## src/rtl/debounce_multi.sv

```systemverilog
// Multi-channel switch debouncer: per-channel 2-flop synchroniser, stability
// counter, registered rise/fall pulses and a long-press "held" flag.
module debounce_multi #(
    parameter int               WIDTH     = 4,
    parameter int               DELAY     = 270000,
    parameter int               HOLD      = 27000000,
    parameter logic [WIDTH-1:0] RESET_VAL = {WIDTH{1'b0}}
) (
    input  logic             clk,
    input  logic             g_reset,
    input  logic [WIDTH-1:0] noisy,
    output logic [WIDTH-1:0] clean,
    output logic [WIDTH-1:0] rise,
    output logic [WIDTH-1:0] fall,
    output logic [WIDTH-1:0] held,
    output logic             any_event
);

    localparam int CW = (DELAY < 2) ? 1 : $clog2(DELAY + 1);
    localparam int HW = (HOLD < 2) ? 1 : $clog2(HOLD + 1);
    localparam logic [CW-1:0] CNT_LAST = CW'(DELAY - 1);
    localparam logic [HW-1:0] HOLD_MAX = HW'(HOLD);

    logic [WIDTH-1:0] sync1;
    logic [WIDTH-1:0] sync2;
    logic [CW-1:0]    cnt_q  [WIDTH];
    logic [CW-1:0]    cnt_d  [WIDTH];
    logic [HW-1:0]    hcnt_q [WIDTH];
    logic [HW-1:0]    hcnt_d [WIDTH];
    logic [WIDTH-1:0] clean_d;
    logic [WIDTH-1:0] rise_d;
    logic [WIDTH-1:0] fall_d;
    logic [WIDTH-1:0] held_d;

    // NOTE: every always_comb output gets a default before any branch, so no
    // path leaves a value unassigned and no latch is inferred.
    always_comb begin
        clean_d = clean;
        rise_d  = '0;
        fall_d  = '0;
        held_d  = '0;
        for (int i = 0; i < WIDTH; i++) begin
            cnt_d[i]  = '0;
            hcnt_d[i] = '0;
            if (sync2[i] != clean[i]) begin
                if (cnt_q[i] == CNT_LAST) begin
                    clean_d[i] = sync2[i];
                    rise_d[i]  = sync2[i];
                    fall_d[i]  = ~sync2[i];
                end else begin
                    cnt_d[i] = cnt_q[i] + CW'(1);
                end
            end
            // Hold time counts edges where clean stays high; it clears on the
            // same edge clean falls so held drops together with the fall pulse.
            if ((HOLD > 0) && clean[i] && clean_d[i]) begin
                hcnt_d[i] = (hcnt_q[i] == HOLD_MAX) ? HOLD_MAX : hcnt_q[i] + HW'(1);
            end
            held_d[i] = (HOLD > 0) && clean_d[i] && (hcnt_d[i] == HOLD_MAX);
        end
    end

    // NOTE: sequential state uses non-blocking assignments only, so every
    // register samples the pre-edge values regardless of statement order.
    always_ff @(posedge clk or negedge g_reset) begin
        if (!g_reset) begin
            sync1     <= RESET_VAL;
            sync2     <= RESET_VAL;
            clean     <= RESET_VAL;
            rise      <= '0;
            fall      <= '0;
            held      <= '0;
            any_event <= 1'b0;
            // NOTE: the counter arrays are real state and must be reset; a
            // stale count would shorten the first debounce after reset.
            for (int i = 0; i < WIDTH; i++) begin
                cnt_q[i]  <= '0;
                hcnt_q[i] <= '0;
            end
        end else begin
            sync1     <= noisy;
            sync2     <= sync1;
            clean     <= clean_d;
            rise      <= rise_d;
            fall      <= fall_d;
            held      <= held_d;
            any_event <= |(rise_d | fall_d);
            for (int i = 0; i < WIDTH; i++) begin
                cnt_q[i]  <= cnt_d[i];
                hcnt_q[i] <= hcnt_d[i];
            end
        end
    end

endmodule

```

## config.mk

```make
export PLATFORM = sky130hd
export DESIGN_NAME = debounce_multi
export DESIGN_NICKNAME = d
export VERILOG_FILES = /design/src/rtl/debounce_multi.sv
export SDC_FILE = /design/constraint.sdc
export NUM_CORES = 1
export LEC_CHECK = 0
export ABC_AREA = 1
export CAP_MARGIN = 20
export CORE_ASPECT_RATIO = 0.8
export CORE_MARGIN = 2
export CORE_UTILIZATION = 60
export DETAILED_ROUTE_END_ITERATION = 10
export GPL_ROUTABILITY_DRIVEN = 0
export GPL_TIMING_DRIVEN = 0
export PLACE_DENSITY_LB_ADDON = 0.08
export RECOVER_POWER = 100
export SLEW_MARGIN = 20
export SYNTH_ARGS = -nofsm -noshare
export SYNTH_HDL_FRONTEND = slang
export SYNTH_SLANG_ARGS = --single-unit
```

## constraint.sdc

```tcl
create_clock -name clk -period 2 [get_ports clk]
set_input_delay 0.3 -clock clk [delete_from_list [all_inputs] [get_ports clk]]
set_output_delay 0.3 -clock clk [all_outputs]
set_load 0.05 [all_outputs]
```

# After elaboration in Yosys (flattened, before gate mapping)
# Index checks and enable logic that the tools add are counted.
# classes
addsub	8
n_eq_ne	16
muxes	40
n_bitwise	5
n_reduce_logical	9
# ops
operator	count
equality test 25 bit (second input constant)	8
2-to-1 mux 25 bit	8
2-to-1 mux 19 bit	8
adder 25 x 1 -> 25 bit (second input constant)	4
adder 19 x 1 -> 19 bit (second input constant)	4
equality test 19 bit (second input constant)	4
2-to-1 mux 1 bit	24
logical AND 1 bit	8
!= test 1 bit	4
inverter 1 bit	4
OR 4 bit	1
OR reduction 4 bit	1
# totals
reg_bits	201
inputBits	6
elab_cells	93

# Depth between registers and ports, before layout
# Gate-level depths: netlist of the first run.
# logic_depth
depth_word	7
depth_mapped	14

# Worst setup path before layout of the first run
# Ideal clock, no wire load.
# synth_path
kind	register to register
from	register clean[1]
to	register cnt_q[41] (netlist name)
setup_time_ps	89
arrival_ps	1718
required_ps	1911
setup_slack_ps	193
path_stages_with_launch	6
n_path_buf	1
synth_period_minus_slack_ps	1807
path_cell_list	dfrtp_1 buf_2 xnor2_1 nor2_1 clkinv_1 nor3b_1
# synth_lines
element	line_no	source
from (decl)	12	output logic [WIDTH-1:0] clean,
from (signal assigned)	83	clean <= clean_d;
to (signal, indexed assignment)	89	cnt_q[i] <= cnt_d[i];
to (decl)	26	logic [CW-1:0] cnt_q [WIDTH];

# Worst setup path after layout of the first run
# layout_path
from	register any_event
to	output any_event
# layout_lines
element	line_no	source
from (decl)	16	output logic any_event
from (signal assigned)	87	any_event <= |(rise_d | fall_d);
# No word-level cell between the ends.

==> results of run 1 <==
==> cells by family after synthesis <==
kind of cell | after synthesis
and+or+nand+nor | 951
buffers and inverters | 216
DFF | 201
AOI/OAI and AO/OA | 121
xor gates and xnor gates | 61
adders and majority gates | 12
==> registers in the layout (all words and copies together), names as in the netlist <==
| signal | flops |
|---|---|
| any_event | 1 |
| clean | 4 |
| cnt_q | 76 |
| fall | 4 |
| hcnt_q | 100 |
| held | 4 |
| rise | 4 |
| sync1 | 4 |
| sync2 | 4 |
==> power groups by stage <==
stage,combinational [uW],sequential (uW),clock (uW)
2_1_floorplan,61.5,4180,0
3_3_place_gp,169,4190,0
3_5_place_dp,186,4190,0
4_1_cts,190,4110,4860
5_1_grt,224,4120,5040
6_report,189,4120,4760
==> metal layers <==
layer	vias up	GRT usage [%]
met5	-	0
met4	0	5.019
met3	45	4.368
met2	309	41.48
met1	4831	38.51
li1	5132	-
==> stage by stage <==
| stage | setup TNS, ns | power [uW] | util [%] | instance area [um2] |
|---|---|---|---|---|
| 2_1_floorplan | 0 | 4246 | - | 11500 |
| 5_1_grt | -0.2515 | 9383 | 71.30 | 13450 |
| 6_report | 0 | 9071 | 71.30 | 13450 |
| 3_5_place_dp | -1.087 | 4375 | 64.15 | 12100 |
| 4_1_cts | 0 | 9166 | 68.94 | 13000 |
| 3_3_place_gp | -1564.35 | 4360 | 63.83 | 12040 |
==> area by class of cell <==
cell class,instances,area [um2]
inverters,205,770.7
clock buffers,32,679.4
plain buffers,11,52.55
flip-flops and latches,201,5036
fillers,1542,5413
well taps,258,322.8
multi-input cells,1145,5949
clock inverters,7,188.9
repair buffers,50,449.2
==> cell usage in the layout, fill, tap and decap left out, drive strengths merged <==
cell type	Yosys	layout
nor3b	9	9
dfrtp	201	201
nor2	329	329
inv	203	203
nor4	6	6
a31oi	3	3
a211oi	2	2
nand3	102	102
nand2	374	374
dlygate4sd3	0	5
o2111ai	2	2
o21ai	38	38
nand4	48	48
dlygate4sd2	0	6
o21ba	1	1
nor4b	1	1
nor3	55	55
ha	12	12
and2	3	3
clkinv	2	3
clkdlybuf4s50	0	10
or2	8	8
bufinv	0	6
xnor2	17	17
and3	1	1
clkbuf	1	35
buf	10	36
dlymetal6s2s	0	1
a21oi	71	71
o211a	1	1
o21bai	1	1
nand3b	15	15
o21a	2	2
xor2	44	44
==> timing repair <==
| item | CTS | global route |
|---|---|---|
| setup buffers | 0 | 25 |
| hold endpoints to repair | 49 | 0 |
| pin swaps | 0 | 13 |
| hold buffers | 1 | 0 |
| setup endpoints to repair | 20 | 103 |
| gates resized for setup | 16 | 68 |
==> worst paths after layout <==
| check | from | end | cells past startpoint |
|---|---|---|---|
| worst max-delay path | any_event | any_event | 1 |
| worst min-delay path | g_reset | cnt_q[50] | 2 |
| worst max register to register | cnt_q[58] | held[0] | 11 |
| worst min register to register | sync1[2] | sync2[2] | 0 |
| max in group asynchronous | g_reset | hcnt_q[77] | 3 |
| min in group clk | noisy[3] | sync1[3] | 1 |
==> impl_metrics.py, run 1 <==
metrics = {
    "drt": {
        "route.met2.wl_mm": 12.17,
        "ant_nets": 0,
        "via_per_inst": 5.404,
        "wl_per_cell_um": 14.16,
        "drc_errors": 0,
        "first_pass_iters": 5,
        "wl_mm": 27.02,
        "met3WireLength_mm": 1.624,
        "wl_met1_mm": 12.75,
        "top_layer": "met4",
        "drt_iter0_drc": 872,
        "vias": 10320,
    },
    "yosys": {
        "ys_types": 42,
        "postSynthCellCount": 1562,
        "synthTopCellsByCount": "nand2_1 (351), nor2_1 (302), dfrtp_1 (201)",
        "synthMuxAreaShare_pct": 0,
        "async_reset_ff_share_pct": 100.0,
        "synth_ff_type": "dfrtp_1",
        "synth.most_common_cell": "nand2_1",
        "syn_avg_cell_area_um2": 7.360,
        "synth-xor-area-share_pct": 4.647,
        "ys_seq_area_share_pct": 43.75,
        "synth.top_cell.area_share_pct": 43.75,
        "synth_edf_count": 0,
        "synth_nets": 1580,
        "synth_top_family_by_area": "simple AND/OR/NAND/NOR gates",
        "synth.largest_area_cell": "dfrtp_1",
        "synth_fa_ha_area_share_pct": 1.306,
        "synthesis.area_um2": 11500,
        "ys_ff_latch": 201,
        "yosysWarnings": 0,
        "synth_compound_area_share_pct": 5.594,
        "yosys.area_share.simple_pct": 37.54,
        "netlist_top_cells_area": "dfrtp_1 (44%), nand2_1 (11%), nor2_1 (9.9%)",
    },
    "power_and_ir_drop": {
        "pwr-share-clk_pct": 52.5,
        "p_int_uw": 7266,
        "p_switching_uw": 1804,
        "p_comb_share_pct": 2.1,
        "netSwitchingFraction_pct": 19.89,
        "vdd_drop_max_v": 0.0006320,
        "leakage_uw": 0.005812,
        "seq_power_share_pct": 45.4,
        "p_per_area_nw_per_um2": 674.4,
    },
    "worst_setup_path": {
        "slowest_delay_ns": 0.80,
        "critPathArrivalTime_ns": 1.66,
        "r2r_setup_slack_ns": 0.10,
        "critPathBufInv": 1,
        "path_class": "flop to output port",
        "critPathMaxFanout": 1,
        "crit_required_ns": 1.70,
        "worstSetupStartpointType": "flop",
        "cp_top_family": "buffers and inverters",
        "cp_slowest_cell": "clkdlybuf4s50_1",
        "path_cells": "clkdlybuf4s50_1",
        "worstSetupEndpointType": "output port",
    },
    "die": {
        "die-area_um2": 20290,
        "num_io_pins": 23,
        "core_area_um2": 18860,
        "initial_core_util_pct": 60.95,
        "fp.dieW_um": 158.8,
        "die_height_um": 127.8,
        "rows": 45,
    },
    "cts": {
        "h-tree-depth": 1,
        "cts_root_buf": "clkbuf_16",
        "clk_latency_ns": 0.51,
        "cts_max_path_buffers": 3,
        "clock_sink_count": 201,
        "clkTransAtPathRegs_ns": 0.06,
        "cts_inserted_buffers": 22,
        "cts_tree": "built",
    },
    "place": {
        "place_ws_ns": -0.2161,
        "numPortBuffers": 22,
        "dp_hpwl_mm": 19.03,
        "placed_cells": 1844,
    },
    "sta": {
        "maxSlewViolCount": 0,
        "slew_headroom_pct": 40.64,
        "post-route-period-util_pct": 97.75,
        "whs_ns": 0.2775,
        "setup_violations": 0,
        "fin_crit_ns": 1.955,
        "rsz0062_at_grt": "true",
        "fin_ws_ns": 0.04493,
        "hold_violations": 0,
        "max_freq_ghz": 0.5115,
        "skew_ns": 0.01249,
        "worst_slew_pin_slew_ns": 0.8904,
    },
    "finish": {
        "final_cells": 1909,
        "num-nets-final": 1654,
        "layout-drive-gt1-share_pct": 11.87,
        "syn2layout_area_growth_pct": 16.99,
        "antenna_cells": 0,
    },
    "job": {
        "maxCapViolCount": 0,
    },
    "outcome": {
        "outcome": "finished, final reports clean",
    },
    "global_routing": {
        "track_usage_pct": 26.18,
        "grt_max_degree": 101,
        "antenna_found_initial": 0,
        "grt_pass1_vias": 9524,
        "grt_pass1_wl_mm": 44.59,
        "grt.overflow.total": 0,
    },
    "worst_hold_path": {
        "hold_class": "primary input to async pin",
    },
}
Power figures use the tool's default switching activity.
==> run 2, diff against run 1 <==
Settings changed: ABC_CLOCK_PERIOD_IN_PS set to 2000, SKIP_LAST_GASP set to 1.
==> run 2 against run 1 <==
  * Critical path depth is the same
  * Power shrank 0.11%
  * Clock power is essentially flat
  * Combinational power is essentially flat
  * Sequential power is essentially flat
  * Final cell count is the same
  * Sequential cell count is the same
  * Largest cell class unchanged
  * Largest power group unchanged
==> impl_metrics.py, run 2 (synthesis gave the netlist of run 1 again) <==
metrics = {
    "drt": {
        "first_pass_iters": 6,
        "vias": 10320,
        "wl_mm": 26.96,
        "drc_errors": 0,
        "drt_iter0_drc": 904,
        "via_per_inst": 5.405,
        "ant_nets": 0,
        "wl_per_cell_um": 14.12,
    },
    "cts": {
        "cts_root_buf": "clkbuf_16",
        "clock_sink_count": 201,
        "clkTransAtPathRegs_ns": 0.06,
        "cts_tree": "built",
        "clk_latency_ns": 0.51,
        "cts_max_path_buffers": 3,
        "h-tree-depth": 1,
        "cts_inserted_buffers": 22,
    },
    "power_and_ir_drop": {
        "netSwitchingFraction_pct": 19.83,
        "leakage_uw": 0.005816,
        "p_per_area_nw_per_um2": 673.8,
        "p_comb_share_pct": 2.1,
        "p_int_uw": 7264,
        "pwr-share-clk_pct": 52.5,
        "seq_power_share_pct": 45.5,
        "p_switching_uw": 1797,
        "fin_total_pwr_uw": 9061,
        "vdd_drop_max_v": 0.0006309,
    },
    "finish": {
        "reg_top3": "hcnt_q (100), cnt_q (76)",
        "final_cells": 1909,
        "final_core_util_pct": 71.30,
        "syn2layout_area_growth_pct": 16.98,
        "top_register": "hcnt_q",
        "fin_area_um2": 13450,
        "num-nets-final": 1654,
        "antenna_cells": 0,
        "layout-drive-gt1-share_pct": 12.05,
        "final_cell_mix": "nand2_1 (348), nor2_1 (286), dfrtp_1 (196), inv_1 (193), nand3_1 (90)",
        "final_common_cell": "nand2_1",
        "largest_register_ffs": 100,
    },
    "worst_setup_path": {
        "rr_worst_depth": 9,
        "cp_slowest_cell": "clkdlybuf4s50_1",
        "r2r_end": "any_event",
        "worstSetupEndpointType": "output port",
        "r2r_setup_slack_ns": 0.08,
        "slowest_delay_ns": 0.80,
        "crit_start": "any_event",
        "path_cells": "clkdlybuf4s50_1",
        "cp_top_family": "buffers and inverters",
        "worstSetupEndpoint": "any_event",
        "path_class": "flop to output port",
        "critPathArrivalTime_ns": 1.66,
        "cp.depth": 1,
        "critPathMaxFanout": 1,
        "worstSetupStartpointType": "flop",
        "critPathBufInv": 1,
        "crit_required_ns": 1.70,
        "r2r_start": "cnt_q[38]",
    },
    "outcome": {
        "outcome": "finished, final reports clean",
    },
    "global_routing": {
        "grt_use_met2_pct": 41.48,
        "grt_pass1_wl_mm": 44.59,
        "use_met1_pct": 38.51,
        "track_usage_pct": 26.18,
        "met3_usage_pct": 4.368,
        "grt_max_degree": 101,
        "busiest_layer": "met2",
        "grt_pass1_vias": 9528,
        "grt.overflow.total": 0,
        "antenna_found_initial": 0,
    },
    "worst_hold_path": {
        "hold_class": "primary input to async pin",
    },
    "die": {
        "num_io_pins": 23,
        "die_height_um": 127.8,
        "die-area_um2": 20290,
        "fp.dieW_um": 158.8,
        "rows": 45,
        "core_area_um2": 18860,
        "initial_core_util_pct": 60.95,
    },
    "place": {
        "dp_hpwl_mm": 19.03,
        "placed_cells": 1844,
        "place_area_um2": 12100,
        "numPortBuffers": 22,
    },
    "sta": {
        "maxSlewViolCount": 0,
        "fin_crit_ns": 1.955,
        "hold_violations": 0,
        "worst_slew_pin_slew_ns": 0.8881,
        "rsz0062_at_grt": "true",
        "slew_headroom_pct": 40.79,
        "post-route-period-util_pct": 97.75,
        "max_freq_ghz": 0.5115,
        "skew_ns": 0.01235,
        "setup_violations": 0,
    },
    "job": {
        "maxCapViolCount": 0,
    },
}
run 2: cell count changes in the layout (fill, tap and decap cells not counted):
| cell | change |
|---|---|
| nand2_2 | +1 |
| buf_2 | +1 |
| nand2_1 | -1 |
| nor3_2 | +1 |
| nor3_1 | -1 |
| ha_4 | -1 |
| clkbuf_1 | -1 |
| ha_2 | +1 |
run 2: cell type report:
| class | instances | area, um2 |
|---|---|---|
| Multi-Input combinational cell | 1145 | 5947 |
| Fill cell | 1546 | 5414 |
| Sequential cell | 201 | 5036 |
| Inverter | 205 | 770.7 |
| Clock buffer | 32 | 679.4 |
| Timing Repair Buffer | 50 | 449.2 |
| Tap cell | 258 | 322.8 |
| Clock inverter | 7 | 188.9 |
| Buffer | 11 | 53.80 |
run 2: through the flow:
stage | setup slack (ns) | hold WS, ns | TNS [ns]
2_1_floorplan | 0.1927 | 0.004409 | 0
3_3_place_gp | -7.805 | 0.3365 | -1564.35
3_5_place_dp | -0.2161 | 0.2441 | -1.087
4_1_cts | -0.0004079 | 0.2087 | -0.0004079
5_1_grt | -0.07559 | 0.3299 | -0.3242
6_report | 0.04494 | 0.2830 | 0
run 2: worst min path at each step:
stage / from / endpoint / slack, ns / cells after the start
global route: g_reset / cnt_q[50] / 0.33 / 2
CTS: noisy[0] / sync1[0] / 0.21 / 1
finish: g_reset / cnt_q[50] / 0.28 / 2
detailed placement: g_reset / cnt_q[49] / 0.24 / 1
floorplan: g_reset / any_event / 0.004 / 0
global placement: sync1[2] / sync2[2] / 0.34 / 0
run 2: what timing repair did:
action / 4_1_cts / 5_1_grt
hold endpoints to repair: 49 / 0
hold buffers: 1 / 0
buffers inserted: 0 / 25
endpoints found under the setup margin: 20 / 103
resized for setup: 15 / 69
pin swaps: 0 / 12
cloned: 0 / 0
run 2: routing by layer:
metal  share of wire (%)  routed length (um)  vias to the layer above
met5                   0                   0                        -
met1                  47               12630                     4815
met3                 6.5                1757                       48
met4                 1.9                 509                        0
met2                  45               12070                      326
li1                    -                   -                     5130
run 2: power by group through the flow:
stage          clock network, uW  logic [uW]  registers [uW]
3_5_place_dp                   0         186            4190
5_1_grt                     5040         221            4120
2_1_floorplan                  0        61.5            4180
3_3_place_gp                   0         169            4190
6_report                    4750         186            4120
4_1_cts                     4860         190            4110
==> run 3, diff against run 2 <==
Settings changed: CORE_MARGIN 2 to not set, MAX_ROUTING_LAYER set to met4.
==> run 3 against run 2 <==
  * The run now ends with setup timing left
  * Clock power down 14%
  * Global-route usage up 2.9 points
  * Via count up 0.14%
  * Register-to-register slack worse by 0.14 ns
  * Power down 7.5%
  * Non-clock buffer count down 3
  * Count of clock-buffer cells in the layout down 4
  * Clock skew up 0.0056 ns
  * Sequential cell count unchanged
  * Final cell count down 0.31%
  * Die area down 2.8%
  * Final area down 1.4%
  * Critical path type is now flop to flop
  * Largest cell class unchanged
  * Highest routed layer unchanged
==> impl_metrics.py, run 3 (synthesis gave the netlist of run 1 again) <==
metrics = {
    "job": {
        "maxCapViolCount": 0,
    },
    "finish": {
        "seq_area_um2": 5036,
        "final_cells": 1903,
        "final_common_cell": "nand2_1",
        "top_register": "hcnt_q",
        "layout-drive-gt1-share_pct": 12.24,
        "antenna_cells": 0,
        "num-nets-final": 1652,
        "reg_top3": "hcnt_q (100), cnt_q (76)",
        "final_core_util_pct": 71.88,
        "final_cell_mix": "nand2_1 (345), nor2_1 (283), dfrtp_1 (196), inv_1 (193), nand3_1 (91)",
        "largest_register_ffs": 100,
        "syn2layout_area_growth_pct": 15.31,
        "nFillCells": 1507,
        "multi_input_comb_area_um2": 5904,
    },
    "global_routing": {
        "grt.overflow.total": 0,
        "grt_pass1_vias": 9558,
        "track_usage_pct": 29.09,
        "grt_max_degree": 75,
        "grt_pass1_wl_mm": 45.37,
        "antenna_found_initial": 0,
    },
    "power_and_ir_drop": {
        "fin_total_pwr_uw": 8382,
        "p_per_area_nw_per_um2": 632.3,
        "vdd_drop_max_v": 0.0007147,
        "leakage_uw": 0.005748,
    },
    "place": {
        "dp_hpwl_mm": 19.48,
        "placed_cells": 1839,
        "numPortBuffers": 22,
        "place_ws_ns": -0.2221,
    },
    "drt": {
        "via_per_inst": 5.430,
        "drc_errors": 0,
        "wl_mm": 27.26,
        "vias": 10330,
        "drt_iter0_drc": 830,
        "first_pass_iters": 5,
        "ant_nets": 0,
        "wl_per_cell_um": 14.32,
    },
    "sta": {
        "fin_crit_ns": 2.063,
        "max_freq_ghz": 0.4847,
        "worst_slew_pin_slew_ns": 1.487,
        "skew_ns": 0.01796,
        "maxSlewViolCount": 0,
        "fin_ws_ns": -0.06318,
        "hold_violations": 0,
        "post-route-period-util_pct": 103.2,
        "setup_violations": 5,
        "rsz0062_at_grt": "true",
        "slew_headroom_pct": 0.8955,
        "final.setup.tns_ns": -0.1717,
    },
    "worst_setup_path": {
        "cp_top_family": "simple AND/OR/NAND/NOR gates",
        "worstSetupStartpointType": "flop",
        "worstSetupEndpointType": "flop",
        "slowest_delay_ns": 0.40,
        "path_cells": "ha_4 -> nand2_1 -> nor2_1 -> nand3_1 -> nor2_2 -> nand3_2 -> nor3_4 -> nand3_1 -> nor2_1 -> a21oi_1",
        "path_class": "flop to flop",
        "cp.depth": 10,
        "cp_slowest_cell": "dfrtp_1",
        "rr_worst_depth": 10,
        "critPathBufInv": 0,
        "crit_required_ns": 2.38,
        "critPathArrivalTime_ns": 2.45,
        "critPathMaxFanout": 4,
    },
    "cts": {
        "clkTransAtPathRegs_ns": 0.06,
        "cts_root_buf": "clkbuf_16",
        "cts_tree": "built",
        "clock_sink_count": 201,
        "cts_inserted_buffers": 22,
        "clk_latency_ns": 0.51,
        "cts_max_path_buffers": 3,
        "h-tree-depth": 1,
    },
    "die": {
        "die-area_um2": 19720,
        "core_area_um2": 18440,
        "fp.dieW_um": 156.8,
        "num_io_pins": 23,
        "rows": 44,
        "die_height_um": 125.8,
        "initial_core_util_pct": 62.33,
    },
    "outcome": {
        "outcome": "finished, violations left",
        "violations": "setup timing",
    },
    "worst_hold_path": {
        "hold_class": "primary input to flop",
        "worstHoldPathCells": 1,
    },
}
run 3: report_power, final:
part,switching (uW),internal (uW)
Clock,1660,2410
Sequential,26.7,4090
Combinational,137,53.9
Total,1820,6560
run 3: worst reg2reg max path, stage by stage, from the launching register on:
cell and delay [ns]:
dfrtp_1 0.40, ha_4 0.17, nand2_1 0.07, nor2_1 0.26
nand3_1 0.19, nor2_2 0.22, nand3_2 0.14, nor3_4 0.21
nand3_1 0.12, nor2_1 0.11, a21oi_1 0.06
run 3: final cells by class:
type | instances | share of cell area (%)
Buffer | 11 | 0.4059
Clock buffer | 28 | 4.861
Clock inverter | 12 | 0.7268
Inverter | 205 | 5.814
Multi-Input combinational cell | 1146 | 44.54
Sequential cell | 201 | 37.99
Tap cell | 253 | 2.388
Timing Repair Buffer | 47 | 3.275
run 3: per-stage QoR:
stage | area [um2] | hold WS, ns
3_3_place_gp | 12030 | 0.3354
6_report | 13260 | 0.3539
2_1_floorplan | 11500 | 0.004409
3_5_place_dp | 12090 | 0.2749
4_1_cts | 12910 | 0.2264
5_1_grt | 13260 | 0.3462
run 3: final timing paths:
| check | slack, ns | startpoint | end |
|---|---|---|---|
| setup / recovery | -0.06 | cnt_q[0] | cnt_q[18] |
| min in group asynchronous | 0.68 | g_reset | cnt_q[30] |
| hold / removal | 0.35 | noisy[3] | sync1[3] |
| hold reg to reg | 0.36 | sync1[1] | sync2[1] |
| max in group asynchronous | 0.28 | g_reset | hcnt_q[0] |
| setup reg to reg | -0.06 | cnt_q[0] | cnt_q[18] |
run 3: routing by layer:
| metal | wire, um | track usage (%) |
|---|---|---|
| met4 | 580 | 7.151 |
| met5 | 0 | - |
| met3 | 1849 | 4.714 |
| met1 | 13150 | 43.36 |
| met2 | 11680 | 41.23 |
run 3: repair_timing:
action / in CTS / in global routing
pin swaps: 1 / 28
gates resized for setup: 18 / 61
cloned: 0 / 1
setup endpoints to repair: 20 / 98
hold buffers: 1 / 0
endpoints found under the hold margin: 63 / 0
buffers inserted: 3 / 19
